File: src/rtl/ex_hazard_pkg.sv
// rtl/ex_hazard_pkg.sv - shared constants and stage-entry type for the EX hazard/forwarding unit
package ex_hazard_pkg;

  localparam int REG_AW_DEF  = 5;
  localparam int MAX_DEPTH   = 8;
  localparam int MAX_NUM_SRC = 4;
  localparam int FWD_REGFILE = 0;

  typedef struct packed {
    logic                  valid;
    logic [REG_AW_DEF-1:0] rd;
    logic                  regwrite;
    logic                  memread;
  } stage_t;

endpackage

File: src/rtl/ex_hazard_fwd_unit_if.sv
// rtl/ex_hazard_fwd_unit_if.sv - ID/EX hazard bus; o_err present only with EX_HAZARD_FWD_CHECK_EN
interface ex_hazard_fwd_unit_if #(
  parameter int NUM_SRC = 2,
  parameter int DEPTH   = 3,
  parameter int REG_AW  = 5
);
  localparam int SEL_W = $clog2(DEPTH);

  logic                      i_id_valid;
  logic [NUM_SRC*REG_AW-1:0] i_id_rs;
  logic [REG_AW-1:0]         i_id_rd;
  logic                      i_id_regwrite;
  logic                      i_id_memread;
  logic                      i_hold;
  logic                      i_flush;
  logic                      o_stall;
  logic [NUM_SRC*SEL_W-1:0]  o_fwd_sel;
  logic                      o_ex_valid;
`ifdef EX_HAZARD_FWD_CHECK_EN
  logic                      o_err;
`endif

  modport master (
    output i_id_valid, i_id_rs, i_id_rd, i_id_regwrite, i_id_memread, i_hold, i_flush,
`ifdef EX_HAZARD_FWD_CHECK_EN
    input  o_err,
`endif
    input  o_stall, o_fwd_sel, o_ex_valid
  );

  modport slave (
    input  i_id_valid, i_id_rs, i_id_rd, i_id_regwrite, i_id_memread, i_hold, i_flush,
`ifdef EX_HAZARD_FWD_CHECK_EN
    output o_err,
`endif
    output o_stall, o_fwd_sel, o_ex_valid
  );

endinterface

File: src/rtl/ex_hazard_stage_reg.sv
// rtl/ex_hazard_stage_reg.sv - one shadow pipeline stage (valid, rd, regwrite, memread)
module ex_hazard_stage_reg #(
  parameter int REG_AW = 5
) (
  input  logic              i_clk,
  input  logic              i_rst_n,
  input  logic              i_hold,
  input  logic              i_kill,
  input  logic              i_bubble,
  input  logic              i_valid,
  input  logic [REG_AW-1:0] i_rd,
  input  logic              i_regwrite,
  input  logic              i_memread,
  output logic              o_valid,
  output logic [REG_AW-1:0] o_rd,
  output logic              o_regwrite,
  output logic              o_memread
);

  logic              valid_q, valid_d;
  logic [REG_AW-1:0] rd_q, rd_d;
  logic              rw_q, rw_d;
  logic              mr_q, mr_d;

  // Hold keeps the entry (kill still drops it); otherwise load upstream or a zeroed bubble.
  always_comb begin
    valid_d = valid_q;
    rd_d    = rd_q;
    rw_d    = rw_q;
    mr_d    = mr_q;
    if (i_hold) begin
      if (i_kill) valid_d = 1'b0;
    end else if (i_bubble) begin
      valid_d = 1'b0;
      rd_d    = '0;
      rw_d    = 1'b0;
      mr_d    = 1'b0;
    end else begin
      valid_d = i_valid;
      rd_d    = i_rd;
      rw_d    = i_regwrite;
      mr_d    = i_memread;
    end
  end

  // Stage state register with synchronous clear.
  always_ff @(posedge i_clk) begin
    if (!i_rst_n) begin
      valid_q <= 1'b0;
      rd_q    <= '0;
      rw_q    <= 1'b0;
      mr_q    <= 1'b0;
    end else begin
      valid_q <= valid_d;
      rd_q    <= rd_d;
      rw_q    <= rw_d;
      mr_q    <= mr_d;
    end
  end

  assign o_valid    = valid_q;
  assign o_rd       = rd_q;
  assign o_regwrite = rw_q;
  assign o_memread  = mr_q;

endmodule

File: src/rtl/ex_hazard_fwd_unit.sv
// rtl/ex_hazard_fwd_unit.sv - EX forwarding selects and load-use stall; EX_HAZARD_FWD_CHECK_EN adds sticky o_err
module ex_hazard_fwd_unit
  import ex_hazard_pkg::*;
#(
  parameter int NUM_SRC = 2,
  parameter int DEPTH   = 3,
  parameter int REG_AW  = REG_AW_DEF
) (
  input  logic                 i_clk,
  input  logic                 i_rst_n,
  ex_hazard_fwd_unit_if.slave  bus
);

  localparam int SEL_W = $clog2(DEPTH);

  if (DEPTH < 2 || DEPTH > MAX_DEPTH || NUM_SRC < 1 || NUM_SRC > MAX_NUM_SRC) begin : g_bad_param
    $error("ex_hazard_fwd_unit: DEPTH or NUM_SRC out of range");
  end

  logic              st_valid [DEPTH];
  logic [REG_AW-1:0] st_rd    [DEPTH];
  logic              st_rw    [DEPTH];
  logic              st_mr    [DEPTH];

  logic [NUM_SRC-1:0][REG_AW-1:0] rs_q, rs_d;
  logic                           stall_c;
  logic                           capture;
  logic [NUM_SRC*SEL_W-1:0]       fwd_sel_c;

  assign capture = bus.i_id_valid & ~stall_c & ~bus.i_flush;

  for (genvar s = 0; s < DEPTH; s++) begin : g_stage
    if (s == 0) begin : g_ex
      ex_hazard_stage_reg #(.REG_AW(REG_AW)) u_stage (
        .i_clk      (i_clk),
        .i_rst_n    (i_rst_n),
        .i_hold     (bus.i_hold),
        .i_kill     (bus.i_flush),
        .i_bubble   (!capture),
        .i_valid    (bus.i_id_valid),
        .i_rd       (bus.i_id_rd),
        .i_regwrite (bus.i_id_regwrite),
        .i_memread  (bus.i_id_memread),
        .o_valid    (st_valid[s]),
        .o_rd       (st_rd[s]),
        .o_regwrite (st_rw[s]),
        .o_memread  (st_mr[s])
      );
    end else begin : g_tail
      ex_hazard_stage_reg #(.REG_AW(REG_AW)) u_stage (
        .i_clk      (i_clk),
        .i_rst_n    (i_rst_n),
        .i_hold     (bus.i_hold),
        .i_kill     (1'b0),
        .i_bubble   (1'b0),
        .i_valid    (st_valid[s-1]),
        .i_rd       (st_rd[s-1]),
        .i_regwrite (st_rw[s-1]),
        .i_memread  (st_mr[s-1]),
        .o_valid    (st_valid[s]),
        .o_rd       (st_rd[s]),
        .o_regwrite (st_rw[s]),
        .o_memread  (st_mr[s])
      );
    end
  end

  // EX operand registers follow stage 0: hold keeps, bubble zeroes, capture loads.
  always_comb begin
    rs_d = rs_q;
    if (!bus.i_hold) begin
      if (capture) rs_d = bus.i_id_rs;
      else         rs_d = '0;
    end
  end

  // Operand register update.
  always_ff @(posedge i_clk) begin
    if (!i_rst_n) rs_q <= '0;
    else          rs_q <= rs_d;
  end

  // Load in EX whose rd is read by ID forces one bubble; hold or flush suppress it.
  always_comb begin
    logic hit;
    hit = 1'b0;
    for (int j = 0; j < NUM_SRC; j++) begin
      if (bus.i_id_rs[j*REG_AW +: REG_AW] == st_rd[0]) hit = 1'b1;
    end
    stall_c = bus.i_id_valid & st_valid[0] & st_mr[0] & st_rw[0] & (|st_rd[0]) & hit
            & ~bus.i_flush & ~bus.i_hold;
  end

  // Youngest matching producer wins: scan oldest to youngest so the lowest stage overwrites.
  always_comb begin
    logic [SEL_W-1:0] sel;
    fwd_sel_c = '0;
    for (int j = 0; j < NUM_SRC; j++) begin
      sel = SEL_W'(FWD_REGFILE);
      for (int k = DEPTH - 1; k >= 1; k--) begin
        if (st_valid[k] && st_rw[k] && (|st_rd[k]) && (st_rd[k] == rs_q[j])) sel = SEL_W'(k);
      end
      if (st_valid[0]) fwd_sel_c[j*SEL_W +: SEL_W] = sel;
    end
  end

  assign bus.o_stall    = stall_c;
  assign bus.o_fwd_sel  = fwd_sel_c;
  assign bus.o_ex_valid = st_valid[0];

  // The oldest stage's memread flag has no consumer; it falls off the pipe.
  logic unused_oldest_mr;
  assign unused_oldest_mr = st_mr[DEPTH-1];

`ifdef EX_HAZARD_FWD_CHECK_EN
  logic err_q, err_d;
  logic bad_c;

  // A stage-1 load should never be a forwarding source, and a stall needs a valid EX entry.
  always_comb begin
    bad_c = stall_c & ~st_valid[0];
    for (int j = 0; j < NUM_SRC; j++) begin
      if (fwd_sel_c[j*SEL_W +: SEL_W] == SEL_W'(1) && st_mr[1]) bad_c = 1'b1;
    end
    err_d = err_q | bad_c;
  end

  // Sticky error flag, cleared only by reset.
  always_ff @(posedge i_clk) begin
    if (!i_rst_n) err_q <= 1'b0;
    else          err_q <= err_d;
  end

  assign bus.o_err = err_q;

`ifndef SYNTHESIS
  // Simulation report of the same conditions.
  always_ff @(posedge i_clk) begin
    if (i_rst_n && bad_c) $error("ex_hazard_fwd_unit: load forward from stage 1 or stall without EX entry");
  end
`endif
`endif

endmodule

File: src/flat_wrapper.sv
// flat-port wrapper written by rule: the top's interface ports become plain ports
module ex_hazard_fwd_unit_flat import ex_hazard_pkg::*;
#(
  parameter int NUM_SRC = 2,
  parameter int DEPTH   = 3,
  parameter int REG_AW  = REG_AW_DEF
)
  (i_clk, i_rst_n, bus_i_id_valid, bus_i_id_rs, bus_i_id_rd, bus_i_id_regwrite, bus_i_id_memread, bus_i_hold, bus_i_flush, bus_o_stall, bus_o_fwd_sel, bus_o_ex_valid);
  ex_hazard_fwd_unit_if #(.NUM_SRC(NUM_SRC), .DEPTH(DEPTH), .REG_AW(REG_AW)) bus_i ();
  input  logic i_clk;
  input  logic i_rst_n;
  input wire logic [$bits(bus_i.i_id_valid)-1:0] bus_i_id_valid;
  input wire logic [$bits(bus_i.i_id_rs)-1:0] bus_i_id_rs;
  input wire logic [$bits(bus_i.i_id_rd)-1:0] bus_i_id_rd;
  input wire logic [$bits(bus_i.i_id_regwrite)-1:0] bus_i_id_regwrite;
  input wire logic [$bits(bus_i.i_id_memread)-1:0] bus_i_id_memread;
  input wire logic [$bits(bus_i.i_hold)-1:0] bus_i_hold;
  input wire logic [$bits(bus_i.i_flush)-1:0] bus_i_flush;
  output wire logic [$bits(bus_i.o_stall)-1:0] bus_o_stall;
  output wire logic [$bits(bus_i.o_fwd_sel)-1:0] bus_o_fwd_sel;
  output wire logic [$bits(bus_i.o_ex_valid)-1:0] bus_o_ex_valid;
  assign bus_i.i_id_valid = bus_i_id_valid;
  assign bus_i.i_id_rs = bus_i_id_rs;
  assign bus_i.i_id_rd = bus_i_id_rd;
  assign bus_i.i_id_regwrite = bus_i_id_regwrite;
  assign bus_i.i_id_memread = bus_i_id_memread;
  assign bus_i.i_hold = bus_i_hold;
  assign bus_i.i_flush = bus_i_flush;
  assign bus_o_stall = bus_i.o_stall;
  assign bus_o_fwd_sel = bus_i.o_fwd_sel;
  assign bus_o_ex_valid = bus_i.o_ex_valid;
  ex_hazard_fwd_unit #(.NUM_SRC(NUM_SRC), .DEPTH(DEPTH), .REG_AW(REG_AW)) u_core (.i_clk(i_clk), .i_rst_n(i_rst_n), .bus(bus_i));
endmodule
File: config.mk
export PLATFORM = sky130hd
export DESIGN_NAME = ex_hazard_fwd_unit_flat
export DESIGN_NICKNAME = d
export VERILOG_FILES = /design/src/rtl/ex_hazard_pkg.sv /design/src/rtl/ex_hazard_fwd_unit_if.sv /design/src/rtl/ex_hazard_stage_reg.sv /design/src/rtl/ex_hazard_fwd_unit.sv /design/src/flat_wrapper.sv
export SDC_FILE = /design/constraint.sdc
export NUM_CORES = 1
export LEC_CHECK = 0
export CAP_MARGIN = 20
export CELL_PAD_IN_SITES_DETAIL_PLACEMENT = 1
export CELL_PAD_IN_SITES_GLOBAL_PLACEMENT = 2
export CORE_MARGIN = 2
export CORE_UTILIZATION = 32
export DETAILED_ROUTE_END_ITERATION = 8
export PLACE_DENSITY = 0.74
export SYNTH_ARGS = -nofsm -noshare
export SYNTH_HDL_FRONTEND = slang
export SYNTH_SLANG_ARGS = --single-unit
File: constraint.sdc
create_clock -name i_clk -period 2.05 [get_ports i_clk]
set_clock_uncertainty 0.15 [all_clocks]
set_input_delay 0.41 -clock i_clk [delete_from_list [all_inputs] [get_ports i_clk]]
set_output_delay 0.41 -clock i_clk [all_outputs]
set_load 0.005 [all_outputs]
==> results of run 1 <==
==> cells in the mapped netlist (2+ instances only) <==
cell type  instances  area share, %
nand2_1           19            4.2
mux2i_1           14            8.3
o21ai_1           16            4.7
xor2_1            10            5.2
nand3_1            6            1.8
a32oi_1           17            8.8
or4_1              2           0.89
xnor2_1           20             10
nor4_1             2           0.74
buf_2              4            1.2
dfxtp_1           32             38
nor2_1            14            3.1
and2_1             4            1.5
nor3_1             4            1.2
buf_1              2           0.44
clkbuf_1           3           0.67
==> how the worst min path moves through the flow <==
| stage | from | slack, ns | end |
|---|---|---|---|
| 2_1_floorplan | u_core.g_stage[0].g_ex.u_stage.o_memread$_SDFFE_PN0N_ | 0.29 | u_core.g_stage[0].g_ex.u_stage.o_memread$_SDFFE_PN0N_ |
| 3_3_place_gp | u_core.g_stage[0].g_ex.u_stage.o_memread$_SDFFE_PN0N_ | 0.30 | u_core.g_stage[0].g_ex.u_stage.o_memread$_SDFFE_PN0N_ |
| 3_5_place_dp | u_core.g_stage[0].g_ex.u_stage.o_memread$_SDFFE_PN0N_ | 0.32 | u_core.g_stage[0].g_ex.u_stage.o_memread$_SDFFE_PN0N_ |
| 4_1_cts | u_core.g_stage[0].g_ex.u_stage.o_memread$_SDFFE_PN0N_ | 0.34 | u_core.g_stage[0].g_ex.u_stage.o_memread$_SDFFE_PN0N_ |
| 5_1_grt | u_core.g_stage[0].g_ex.u_stage.o_memread$_SDFFE_PN0N_ | 0.39 | u_core.g_stage[0].g_ex.u_stage.o_memread$_SDFFE_PN0N_ |
| 6_report | u_core.g_stage[0].g_ex.u_stage.o_memread$_SDFFE_PN0N_ | 0.33 | u_core.g_stage[0].g_ex.u_stage.o_memread$_SDFFE_PN0N_ |
==> per-layer routing <==
| metal | wire [µm] | part of all wire (%) | vias to the layer above |
|---|---|---|---|
| met5 | 0 | 0 | - |
| met4 | 89 | 1.7 | 0 |
| met3 | 144 | 2.7 | 8 |
| met2 | 2734 | 52 | 25 |
| met1 | 2310 | 44 | 836 |
| li1 | - | - | 799 |
==> what timing repair did <==
item,CTS,global route
endpoints found under the setup margin,5,17
buffers inserted,5,2
resized for setup,31,7
pin swaps,12,8
==> area by class of cell <==
class / instances / area (µm²)
clock buffer: 6 / 82.58
clock inverter: 2 / 10.01
fill: 604 / 2618
inverter: 2 / 10.01
multi-input combinational: 139 / 1030
sequential: 32 / 645.6
tap: 70 / 87.58
timing repair buffer: 74 / 624.3
==> cell families (layout without fill, tap and decap cells) <==
kind of cell / Yosys count / after routing
mux: 14 / 14
compound gates: 40 / 40
flops: 32 / 32
buf+inv: 13 / 84
xor+xnor: 30 / 30
simple gates: 55 / 55
==> worst max-delay path, cell delays in order, from the launching register on <==
cell	delay (ns)
dfxtp_2	0.33
or4_4	0.53
o211ai_1	0.22
buf_4	0.16
nor4_4	0.03
nor3_1	0.18
buf_2	0.14
==> stage by stage <==
step	instance area [µm²]	power [mW]
after global placement	2338	0.9152
after detailed placement	2338	0.9226
after global routing	2490	1.514
final	2490	1.429
after CTS	2484	1.438
after floorplan	1693	0.7902
==> power breakdown <==
group | internal [mW] | switching (mW) | leakage, nW
Combinational | 0.139 | 0.116 | 0.726
Clock | 0.268 | 0.244 | 0.0510
Sequential | 0.643 | 0.0201 | 0.262
Total | 1.05 | 0.380 | 1.04
==> flip-flops by register name, indices dropped and copies added (netlist names) <==
signal	cells
u_core.g_stage.g_ex.u_stage.o_regwrite	1
u_core.g_stage.g_ex.u_stage.o_rd	5
u_core.g_stage.g_ex.u_stage.o_valid	1
u_core.rs_q	10
u_core.g_stage.g_tail.u_stage.o_rd	10
u_core.g_stage.g_tail.u_stage.o_valid	2
u_core.g_stage.g_tail.u_stage.o_regwrite	2
u_core.g_stage.g_ex.u_stage.o_memread	1
==> out/metrics.yaml, run 1 <==
logic_synthesis:
  synthXorXnorAreaFrac_pct: 15.52
  synth_top_family_by_area: "compound AO/OA/AOI/OAI gates"
  synth_mux_area_share_pct: 8.278
  syn_area_per_cell_um2: 9.200
  synth-simple-area-share_pct: 15.82
  async_flop_share_pct: 0
  synthesis.nets: 206
  dominantRegCellSynth: "dfxtp_1"
  synth_edf_count: 0
  postSynthCellCount: 184
  synth_area_mm2: 0.001693
  synth-adder-area-share_pct: 0
  synth_compound_gate_area_share_pct: 18.70
  synth-seq-area-share_pct: 37.84
  ys.warnings.count: 0
  ys_ff_latch: 32
  ys_types: 31
finish:
  fin_util_pct: 48.75
  layout_commonest_cell: "buf_4"
  nets: 276
  finalNonFillerCells: 325
  drive_gt1_share_pct: 29.80
  syn_to_final_growth_pct: 47.08
  diodes: 0
  layout_common_cells: "buf_4 (44), dfxtp_1 (28), clkdlybuf4s50_1 (22), xnor2_1 (20), nand2_1 (19)"
sta:
  max_freq_mhz: 408.8
  setup_violations: 5
  maxSlewViolCount: 0
  finalCritPeriodShare_pct: 119.3
  tightestPinTransition_ns: 0.3667
  tns_ns: -1.613
  worst_hold_slack_ns: 0.3293
  fin_crit_ns: 2.446
  maxSlewHeadroom_pct: 75.55
  hold_viol: 0
  setup_slack_ns: -0.3960
  rsz0062_at_grt: "true"
setup_path:
  crit_path_start_kind: "flip-flop"
  path_max_fanout: 2
  critPathCaptureType: "output port"
  endpoint: "bus_o_fwd_sel[1]"
  cp.required_ns: 1.49
  rrSetupSlack_ns: 0.14
  reg2reg_depth: 6
  critPathArrivalTime_ns: 1.89
  timing.rr.end: "u_core.g_stage[0].g_ex.u_stage.o_valid$_SDFFE_PN0P_"
  path_class: "reg -> out"
  setup.worst_path.start: "u_core.g_stage[1].g_tail.u_stage.o_rd[1]$_SDFFE_PN0N_"
  r2r-start: "u_core.g_stage[0].g_ex.u_stage.o_rd[2]$_SDFFE_PN0N_"
run:
  drv_cap: 0
global_routing:
  grt_overflow: 0
  top_usage_layer: "met2"
  grt_pass1_vias: 1850
  grt_usage_pct: 20.16
  grt_max_degree: 35
  antenna_found_initial: 0
  grt_pass1_wl_um: 9294
  use_met1_pct: 24.21
  use_met2_pct: 35.26
  use_met3_pct: 4.706
floorplan:
  die_width_um: 76.74
  die_h_um: 76.74
  rows: 26
  coreArea_mm2: 0.005107
  ioPinCount: 28
  initial_core_util_pct: 33.15
  die_area_mm2: 0.005888
placed_design:
  numPortBuffers: 27
  preCtsSetupSlack_ns: -0.5331
  gp_congestion: 0.8043
  placed_cells: 314
  dpl.hpwl_um: 3969
clocking:
  cts-root-buf: "clkbuf_8"
  clock_path_buffers: 2
  numCtsBuffers: 5
  clkLatencyLatePin_ns: 0.28
  cts_sinks: 32
  htreeDepth: 2
  ctsHoldBuffers: 0
  clkTransAtPathRegs_ns: 0.07
  cts_tree: "done"
detailed_routing:
  drc: 0
  first_pass_iters: 4
  routed_wl_um: 5279
  vias: 1668
  antenna_left: 0
  via_per_inst: 5.132
  wl_per_cell_um: 16.24
  drt-initial-drc-count: 41
outcome:
  status: "complete, but fails checks"
  failed_checks: "setup timing"
min_path:
  hold_depth: 2
  hp-class: "reg -> reg"
power_and_ir_drop:
  leakagePower_nw: 1.039
  power.density_mw_per_mm2: 574.1
  ir_drop_mv: 0.3086
(Power assumes the default switching activity.)
==> inputs of run 2 (changes only) <==
--- a/config.mk
+++ b/config.mk
@@ -11,7 +11,8 @@
 export CORE_MARGIN = 2
 export CORE_UTILIZATION = 32
 export DETAILED_ROUTE_END_ITERATION = 8
-export PLACE_DENSITY = 0.74
+export PLACE_DENSITY = 0.75
 export SYNTH_ARGS = -nofsm -noshare
 export SYNTH_HDL_FRONTEND = slang
+export SYNTH_HIERARCHICAL = 1
 export SYNTH_SLANG_ARGS = --single-unit
==> run 2 against run 1 <==
Effect of this change: the run still ends with setup timing left; sequential cell count unchanged; worst setup slack improved by 0.089 ns; clock power fell by 11%; via count up 4.5%; die area rose by 3.2%; synthesized area grew 3.3%; cell count increased by 6.5%; critical path type unchanged; largest power group unchanged.
==> out/metrics.yaml, run 2 <==
outcome:
  status: "complete, but fails checks"
  failed_checks: "setup timing"
power_and_ir_drop:
  internal-power_mw: 0.9889
  ir_drop_mv: 0.2792
  seqPwrFrac_pct: 48.6
  p_sw_share_pct: 26.09
  power.density_mw_per_mm2: 508.0
  p_comb_share_pct: 17.3
  p_switching_mw: 0.3491
  pwr-share-clk_pct: 34.1
  power_mw: 1.338
  leakagePower_nw: 1.087
detailed_routing:
  routed_wl_um: 5604
  antenna_left: 0
  drt-initial-drc-count: 61
  vias: 1743
  drc: 0
  via_per_inst: 5.038
  first_pass_iters: 4
  wl_per_cell_um: 16.20
min_path:
  hp-class: "reg -> reg"
sta:
  setup_slack_ns: -0.3067
  maxSlewViolCount: 0
  hold_viol: 0
  setup_violations: 12
  fin_crit_ns: 2.357
  rsz0062_at_grt: "true"
  finalCritPeriodShare_pct: 115.0
  max_freq_mhz: 424.3
finish:
  seqCellArea_um2: 649.4
  nets: 298
  finalNonFillerCells: 346
  layout_common_cells: "buf_4 (39), nand2_1 (31), dfxtp_1 (29), nand3_1 (22), o21ai_1 (18)"
  fin_util_pct: 50.60
  multi_input_area_mm2: 0.001160
  drive_gt1_share_pct: 32.25
  syn_to_final_growth_pct: 50.57
  fillers: 626
  layout_commonest_cell: "buf_4"
  diodes: 0
setup_path:
  cp_cell_sequence: "or4_4, o211ai_4, buf_6, nor4_4, and2_1, buf_2"
  worst-path-buf-inv: 2
  rrSetupSlack_ns: -0.05
  path_max_fanout: 2
  critPathCaptureType: "output port"
  slowest_stage: "or4_4"
  slowest_delay_ns: 0.54
  crit_path_start_kind: "flip-flop"
  path_class: "reg -> out"
  critPathArrivalTime_ns: 1.80
  cp.required_ns: 1.49
  crit_family: "simple AND/OR/NAND/NOR gates"
run:
  drv_cap: 0
logic_synthesis:
  postSynthCellCount: 201
  ys.warnings.count: 6
  synth_area_mm2: 0.001749
  syn_area_per_cell_um2: 8.702
floorplan:
  ioPinCount: 28
  rows: 26
  coreArea_mm2: 0.005205
  die_width_um: 77.94
  die_h_um: 77.94
  initial_core_util_pct: 33.61
  die_area_mm2: 0.006074
clocking:
  ctsHoldBuffers: 0
  cts-root-buf: "clkbuf_8"
  clock_path_buffers: 2
  cts_sinks: 32
  clkLatencyLatePin_ns: 0.27
  cts_tree: "done"
  htreeDepth: 2
  numCtsBuffers: 5
  clkTransAtPathRegs_ns: 0.07
global_routing:
  grt_max_degree: 40
  grt_pass1_wl_um: 9577
  grt_pass1_vias: 1977
  grt_usage_pct: 20.26
  grt_overflow: 0
  antenna_found_initial: 0
placed_design:
  gp_congestion: 0.7768
  placed_cells: 337
  dpl.hpwl_um: 4186
  numPortBuffers: 27
-- run 2: timing repair --
action | 4_1_cts | 5_1_grt
endpoints found under the setup margin | 13 | 13
cloned | 0 | 0
pin swaps | 20 | 8
resized for setup | 44 | 14
hold endpoints to repair | 0 | 0
buffers inserted | 4 | 0
-- run 2: worst paths after layout --
path,from,endpoint,cells after the start
setup / recovery,u_core/g_stage[1].g_tail.u_stage/o_rd[2]$_SDFFE_PN0N_,bus_o_fwd_sel[2],6
hold / removal,u_core/g_stage[0].g_ex.u_stage/o_regwrite$_SDFFE_PN0N_,u_core/g_stage[1].g_tail.u_stage/o_regwrite$_SDFFE_PN0N_,2
setup reg to reg,u_core/g_stage[0].g_ex.u_stage/o_rd[3]$_SDFFE_PN0N_,u_core/g_stage[0].g_ex.u_stage/o_rd[0]$_SDFFE_PN0N_,6
hold reg to reg,u_core/g_stage[0].g_ex.u_stage/o_regwrite$_SDFFE_PN0N_,u_core/g_stage[1].g_tail.u_stage/o_regwrite$_SDFFE_PN0N_,2
-- run 2: layout make-up --
cell class                      instances  area share [%]
Multi-Input combinational cell        163           44.04
Timing Repair Buffer                   74           25.04
Clock buffer                            6           2.755
Sequential cell                        32           24.66
Clock inverter                          1          0.1900
Tap cell                               70           3.325
-- run 2: power groups by stage --
stage | Combinational, mW | Sequential, mW | Clock (mW)
2_1_floorplan | 0.0992 | 0.663 | 0
3_3_place_gp | 0.210 | 0.665 | 0
3_5_place_dp | 0.217 | 0.666 | 0
4_1_cts | 0.223 | 0.650 | 0.468
5_1_grt | 0.253 | 0.652 | 0.502
6_report | 0.231 | 0.650 | 0.457
-- run 2: worst reg2reg max path: stages, from the launching register on --
cell and delay, ns:
dfxtp_4 0.36, or4_4 0.55, or2_1 0.25, a41o_1 0.20
buf_6 0.12, or2_4 0.28, o21ai_2 0.12
-- run 2: per-layer routing --
metal | vias up | global-route usage [%] | part of all wire (%)
met1 | 846 | 22.98 | 42
met2 | 25 | 38.71 | 54
met5 | - | 0 | 0
li1 | 868 | - | -
met3 | 4 | 3.372 | 2.3
met4 | 0 | 5.439 | 0.87
-- run 2: stage by stage --
step | hold slack (ns) | area (µm²) | setup TNS [ns] | setup WS (ns)
2_1_floorplan | 0.2954 | 1768 | 0 | 0.1753
3_3_place_gp | 0.3108 | 2436 | -4.507 | -0.5108
3_5_place_dp | 0.3272 | 2436 | -5.039 | -0.5695
4_1_cts | 0.3420 | 2587 | -1.653 | -0.3362
5_1_grt | 0.3637 | 2634 | -2.305 | -0.3792
6_report | 0.3328 | 2634 | -1.533 | -0.3067
==> RTL change 1, RTL diff (settings of run 2) <==
`NUM_SRC` is set to 2 in 3 places; all go to 4.
--- a/src/rtl/ex_hazard_fwd_unit_if.sv
+++ b/src/rtl/ex_hazard_fwd_unit_if.sv
@@ -1,5 +1,5 @@
 // rtl/ex_hazard_fwd_unit_if.sv - ID/EX hazard bus; o_err present only with EX_HAZARD_FWD_CHECK_EN
 interface ex_hazard_fwd_unit_if #(
-  parameter int NUM_SRC = 2,
+  parameter int NUM_SRC = 4,
   parameter int DEPTH   = 3,
   parameter int REG_AW  = 5
--- a/src/rtl/ex_hazard_fwd_unit.sv
+++ b/src/rtl/ex_hazard_fwd_unit.sv
@@ -3,5 +3,5 @@
   import ex_hazard_pkg::*;
 #(
-  parameter int NUM_SRC = 2,
+  parameter int NUM_SRC = 4,
   parameter int DEPTH   = 3,
   parameter int REG_AW  = REG_AW_DEF
--- a/src/flat_wrapper.sv
+++ b/src/flat_wrapper.sv
@@ -2,5 +2,5 @@
 module ex_hazard_fwd_unit_flat import ex_hazard_pkg::*;
 #(
-  parameter int NUM_SRC = 2,
+  parameter int NUM_SRC = 4,
   parameter int DEPTH   = 3,
   parameter int REG_AW  = REG_AW_DEF
Ports: changed (resized bus_i_id_rs and bus_o_fwd_sel); port bits go from 28 to 42. No check against the original RTL was run, so the function may have changed too.
==> RTL change 1 against run 2 <==
The flow still finishes with violations (negative setup slack); clock power rose by 42%; area after synthesis rose by 40%; sequential cell count rose by 10; combinational power rose by 9%; setup slack got worse by 110 ps; total power rose by 30%; design area rose by 35%; synthesized cell count rose by 49%; global-route usage fell by 1.6 points; non-clock buffer count rose by 29; wire length rose by 34%.
==> RTL change 1: results (changes against run 2) <==
Global route
  • GR Util All Layers: 18.7% (was 20.3%)
  • Initial antenna violation count: 0 (unchanged)
  • Vias in the first global route: 2421 (was 1977)
  • Global-route wire length before repair: 12.5 mm (was 9.58 mm)
  • Largest net degree at the start of global routing: 31 (was 40)

Clock network
  • H-tree depth: 2 (unchanged)
  • Clock Latency Late Sink: 300 ps (was 270 ps)
  • Root buf cell: clkbuf_8 (unchanged)
  • Clk slew on worst S/H paths: approximately 80 ps
  • CTS Buf Count: 5 (unchanged)
  • Clock buffer depth: 2 (unchanged)

Place
  • Hpwl dp: 5.81 mm (was 4.19 mm)
  • Placer congestion estimate: 0.781 (was 0.777)
  • Dpl cells: 474 (was 337)
  • Input/output buffers: 41 (was 27)
  • Post-place instance area: 0.00331 sq mm (was 0.00244 sq mm)

Finish
  • Layout cells sized above 1: 30.3% (was 32.2%)
  • Diode count: 0 (unchanged)
  • Final Non-Filler Cells: 488 (was 346)
  • Total Nets Final: 420 (was 298)
  • Largest reg by FF count: u_core/rs_q
  • Max reg flops: 20

Routing
  • DRT iter0 DRCs: 103 (was 61)
  • WL/cell: 15.3 um (was 16.2 um)
  • DR vias/cell: 4.74 (was 5.04)

STA
  • Setup TNS Final: -4520 ps (was -1530 ps)
  • Finish-stage setup viols: 17 (was 12)
  • Final worst slack: -412 ps (was -307 ps)

Status
  • Status: finished with violations (unchanged)
  • Failing checks: negative setup slack (unchanged)

Power and ir drop
  • Leakage: 1.57 nW (was 1.09 nW)
  • Worst VDD drop: 0.207 mV (was 0.279 mV)

Setup path
  • Crit path DAT: 1900 ps (was 1800 ps)
  • Slowest CP cell: or4_4 (unchanged)
  • Slowest stage delay, CP: 530 ps
  • Critical path's top delay family: simple AND/OR/NAND/NOR gates (unchanged)
  • CP max FO: 4 (was 2)

Logic synthesis
  • Ys Warns: 6 (unchanged)
  • Gate Count Post-Synth: 300 (was 201)
[RTL change 1: cell types whose count changed in the layout (fill, tap and decap cells not counted), sizes merged, moves of 9 or more]
| cell | delta |
|---|---|
| nand2 | +28 |
| o21ai | +11 |
| a32oi | -10 |
| dlygate4sd2 | +9 |
| dfxtp | +10 |
| buf | +19 |
| xor2 | +28 |
[RTL change 1: final cells by class]
class / count / area (sq um)
well taps: 99 / 124
flip-flops and latches: 42 / 858
clock buffers: 5 / 68.8
repair buffers: 103 / 867
multi-input cells: 236 / 1590
clock inverters: 3 / 40.0
fillers: 868 / 3780
[RTL change 1: worst reg2reg max path: stages (launching register included)]
cell,delay (ps)
dfxtp_4,370
or4_4,530
o21ai_2,140
a31oi_2,50
buf_4,150
or3b_4,360
or2_4,290
o21ai_2,120
[RTL change 1: metrics by stage]
| stage | hold slack [ps] | total power, mW | setup slack (ps) | util (%) |
|---|---|---|---|---|
| 3_3_place_gp | 312 | 1.11 | -637 | 45.2 |
| 2_1_floorplan | 289 | 0.973 | -40.9 | - |
| 6_report | 338 | 1.74 | -412 | 48.4 |
| 5_1_grt | 369 | 1.82 | -504 | 48.4 |
| 4_1_cts | 341 | 1.77 | -470 | 47.9 |
| 3_5_place_dp | 317 | 1.11 | -670 | 45.2 |
[RTL change 1: timing repair]
item                                    CTS  global route
resized for setup                        76            10
endpoints found under the setup margin   17            18
hold endpoints to repair                  0             0
setup buffers                             6             0
pin swaps                                29             4
hold buffers                              0             0
[RTL change 1: final timing paths]
| kind | startpoint | endpoint | slack, ps | cells past startpoint |
|---|---|---|---|---|
| max reg2reg | u_core/g_stage[0].g_ex.u_stage/o_rd[0] | u_core/g_stage[0].g_ex.u_stage/o_valid | -180 | 7 |
| max | u_core/g_stage[1].g_tail.u_stage/o_rd[4] | bus_o_fwd_sel[6] | -410 | 7 |
| min reg2reg | u_core/g_stage[2].g_tail.u_stage/o_regwrite | u_core/g_stage[2].g_tail.u_stage/o_regwrite | 340 | 2 |
| min | u_core/g_stage[2].g_tail.u_stage/o_regwrite | u_core/g_stage[2].g_tail.u_stage/o_regwrite | 340 | 2 |
[RTL change 1: where the power goes]
group | internal (mW) | leakage [nW] | switching (mW)
logic | 0.131 | 1.17 | 0.119
clock network | 0.359 | 0.0579 | 0.290
registers | 0.827 | 0.345 | 0.0168
total | 1.32 | 1.57 | 0.426
[RTL change 1: metal layers]
layer	global-route usage, %	vias up	wire length, um
li1	-	1177	-
met1	26.0	1077	3730
met2	30.4	51	3430
met3	2.41	9	223
met4	4.92	0	103
met5	0	-	0
==> RTL change 2, RTL diff (config.mk and constraints of run 2) <==
Made on the original files. Take the reset off `rd_q` and load it in a clocked block of its own.
--- a/src/rtl/ex_hazard_stage_reg.sv
+++ b/src/rtl/ex_hazard_stage_reg.sv
@@ -48,13 +48,15 @@
     if (!i_rst_n) begin
       valid_q <= 1'b0;
-      rd_q    <= '0;
       rw_q    <= 1'b0;
       mr_q    <= 1'b0;
     end else begin
       valid_q <= valid_d;
-      rd_q    <= rd_d;
       rw_q    <= rw_d;
       mr_q    <= mr_d;
     end
+  end
+
+  always_ff @(posedge i_clk) begin
+    rd_q <= rd_d;
   end
 
Check against the original RTL: no difference found for any inputs over 10 cycles, from zero or initial values and one cycle with i_rst_n low; that may be too few to reach the edited logic, so the function may still have changed.
==> RTL change 2 against run 2 <==
The run still ends with negative setup slack left; critical path type unchanged; design area rose by 3.1%; setup slack got worse by 200 ps; via count fell by 6.5%; first-iteration DRC count fell by 43%; total power rose by 18%; synthesized cell count fell by 15%; hold slack improved by 1.5 ps; combinational power rose by 29%; sequential cell count did not move; wire length fell by 1.6%; area after synthesis fell by 2.1%.
==> RTL change 2: results (changes against run 2) <==
Status
  • Status: finished with violations (unchanged)
  • Failing checks: negative setup slack (unchanged)

Routing
  • DR vias/cell: 4.88 (was 5.04)
  • DRT iter0 DRCs: 35 (was 61)
  • Via count: 1630 (was 1743)
  • Drt total wl: 5.52 mm (was 5.60 mm)

Place
  • Hpwl dp: 4.11 mm (was 4.19 mm)
  • Setup WS pre-CTS: -604 ps (was -569 ps)
  • Dpl cells: 320 (was 337)
  • Placer congestion estimate: 0.836 (was 0.777)
  • Post-place instance area: 0.00243 sq mm (was 0.00244 sq mm)

Power and ir drop
  • Worst VDD drop: 0.294 mV (was 0.279 mV)
  • Leakage: 1.14 nW (was 1.09 nW)

Global route
  • GR Util All Layers: 20.0% (was 20.3%)
  • Vias in the first global route: 1843 (was 1977)
  • Largest net degree at the start of global routing: 21 (was 40)
  • Initial antenna violation count: 0 (unchanged)
  • Global-route wire length before repair: 9.08 mm (was 9.58 mm)

Setup path
  • Crit path DAT: 2000 ps (was 1800 ps)
  • Slowest stage delay, CP: 570 ps (was 540 ps)

STA
  • Finish-stage setup viols: 10 (was 12)
  • Setup TNS Final: -2020 ps (was -1530 ps)
  • Final worst slack: -508 ps (was -307 ps)

Finish
  • Layout cells sized above 1: 31.8% (was 32.2%)
  • Total Nets Final: 285 (was 298)

Clock network
  • Clock Latency Late Sink: 290 ps (was 270 ps)
  • Clock buffer depth: 2 (unchanged)

Logic synthesis
  • Post-Syn Area per Cell: 10.0 sq um (was 8.70 sq um)

Min path
  • Worst Hold Class: reg2reg (unchanged)
==> RTL change 2: per-layer routing <==
metal,vias to the layer above,GRT usage (%),share of wire (%)
li1,788,-,-
met1,809,20.5,39
met2,22,39.6,57
met3,11,4.59,2.5
met4,0,6.07,1.9
met5,-,0,0
==> RTL change 2: timing repair <==
action | in CTS | in global routing
pin swaps | 15 | 10
endpoints found under the hold margin | 0 | 0
cloned | 0 | 0
setup endpoints to repair | 13 | 13
resized for setup | 42 | 17
buffers inserted | 6 | 1
==> RTL change 2: path summary, 6_finish.rpt <==
check                                            startpoint                                     endpoint  slack [ps]  cells after the start
hold / removal    u_core/g_stage[0].g_ex.u_stage/o_regwrite  u_core/g_stage[1].g_tail.u_stage/o_regwrite         330                      2
setup / recovery   u_core/g_stage[1].g_tail.u_stage/o_rd[4]                             bus_o_fwd_sel[0]        -510                      7
setup reg to reg     u_core/g_stage[0].g_ex.u_stage/o_rd[1]       u_core/g_stage[0].g_ex.u_stage/o_rd[0]         -10                      7
hold reg to reg   u_core/g_stage[0].g_ex.u_stage/o_regwrite  u_core/g_stage[1].g_tail.u_stage/o_regwrite         330                      2
==> RTL change 2: layout make-up <==
cell class              instances  area, sq um
multi-input cells             144         1070
well taps                      70         87.6
flip-flops and latches         32          791
fillers                       611         2420
repair buffers                 77          659
clock buffers                   8          100
inverters                       3         11.3
==> RTL change 2: power breakdown <==
group          switching [mW]  internal [mW]  total, mW
logic                   0.133          0.165      0.299
clock network           0.237          0.306      0.543
registers              0.0300          0.702      0.732
==> RTL change 2: tightest hold or removal path: cells and delay by family, from the launching register on <==
kind / cells / cell delay, ps
simple gates: 1 / 60
compound gates: 1 / 50
flops: 1 / 330
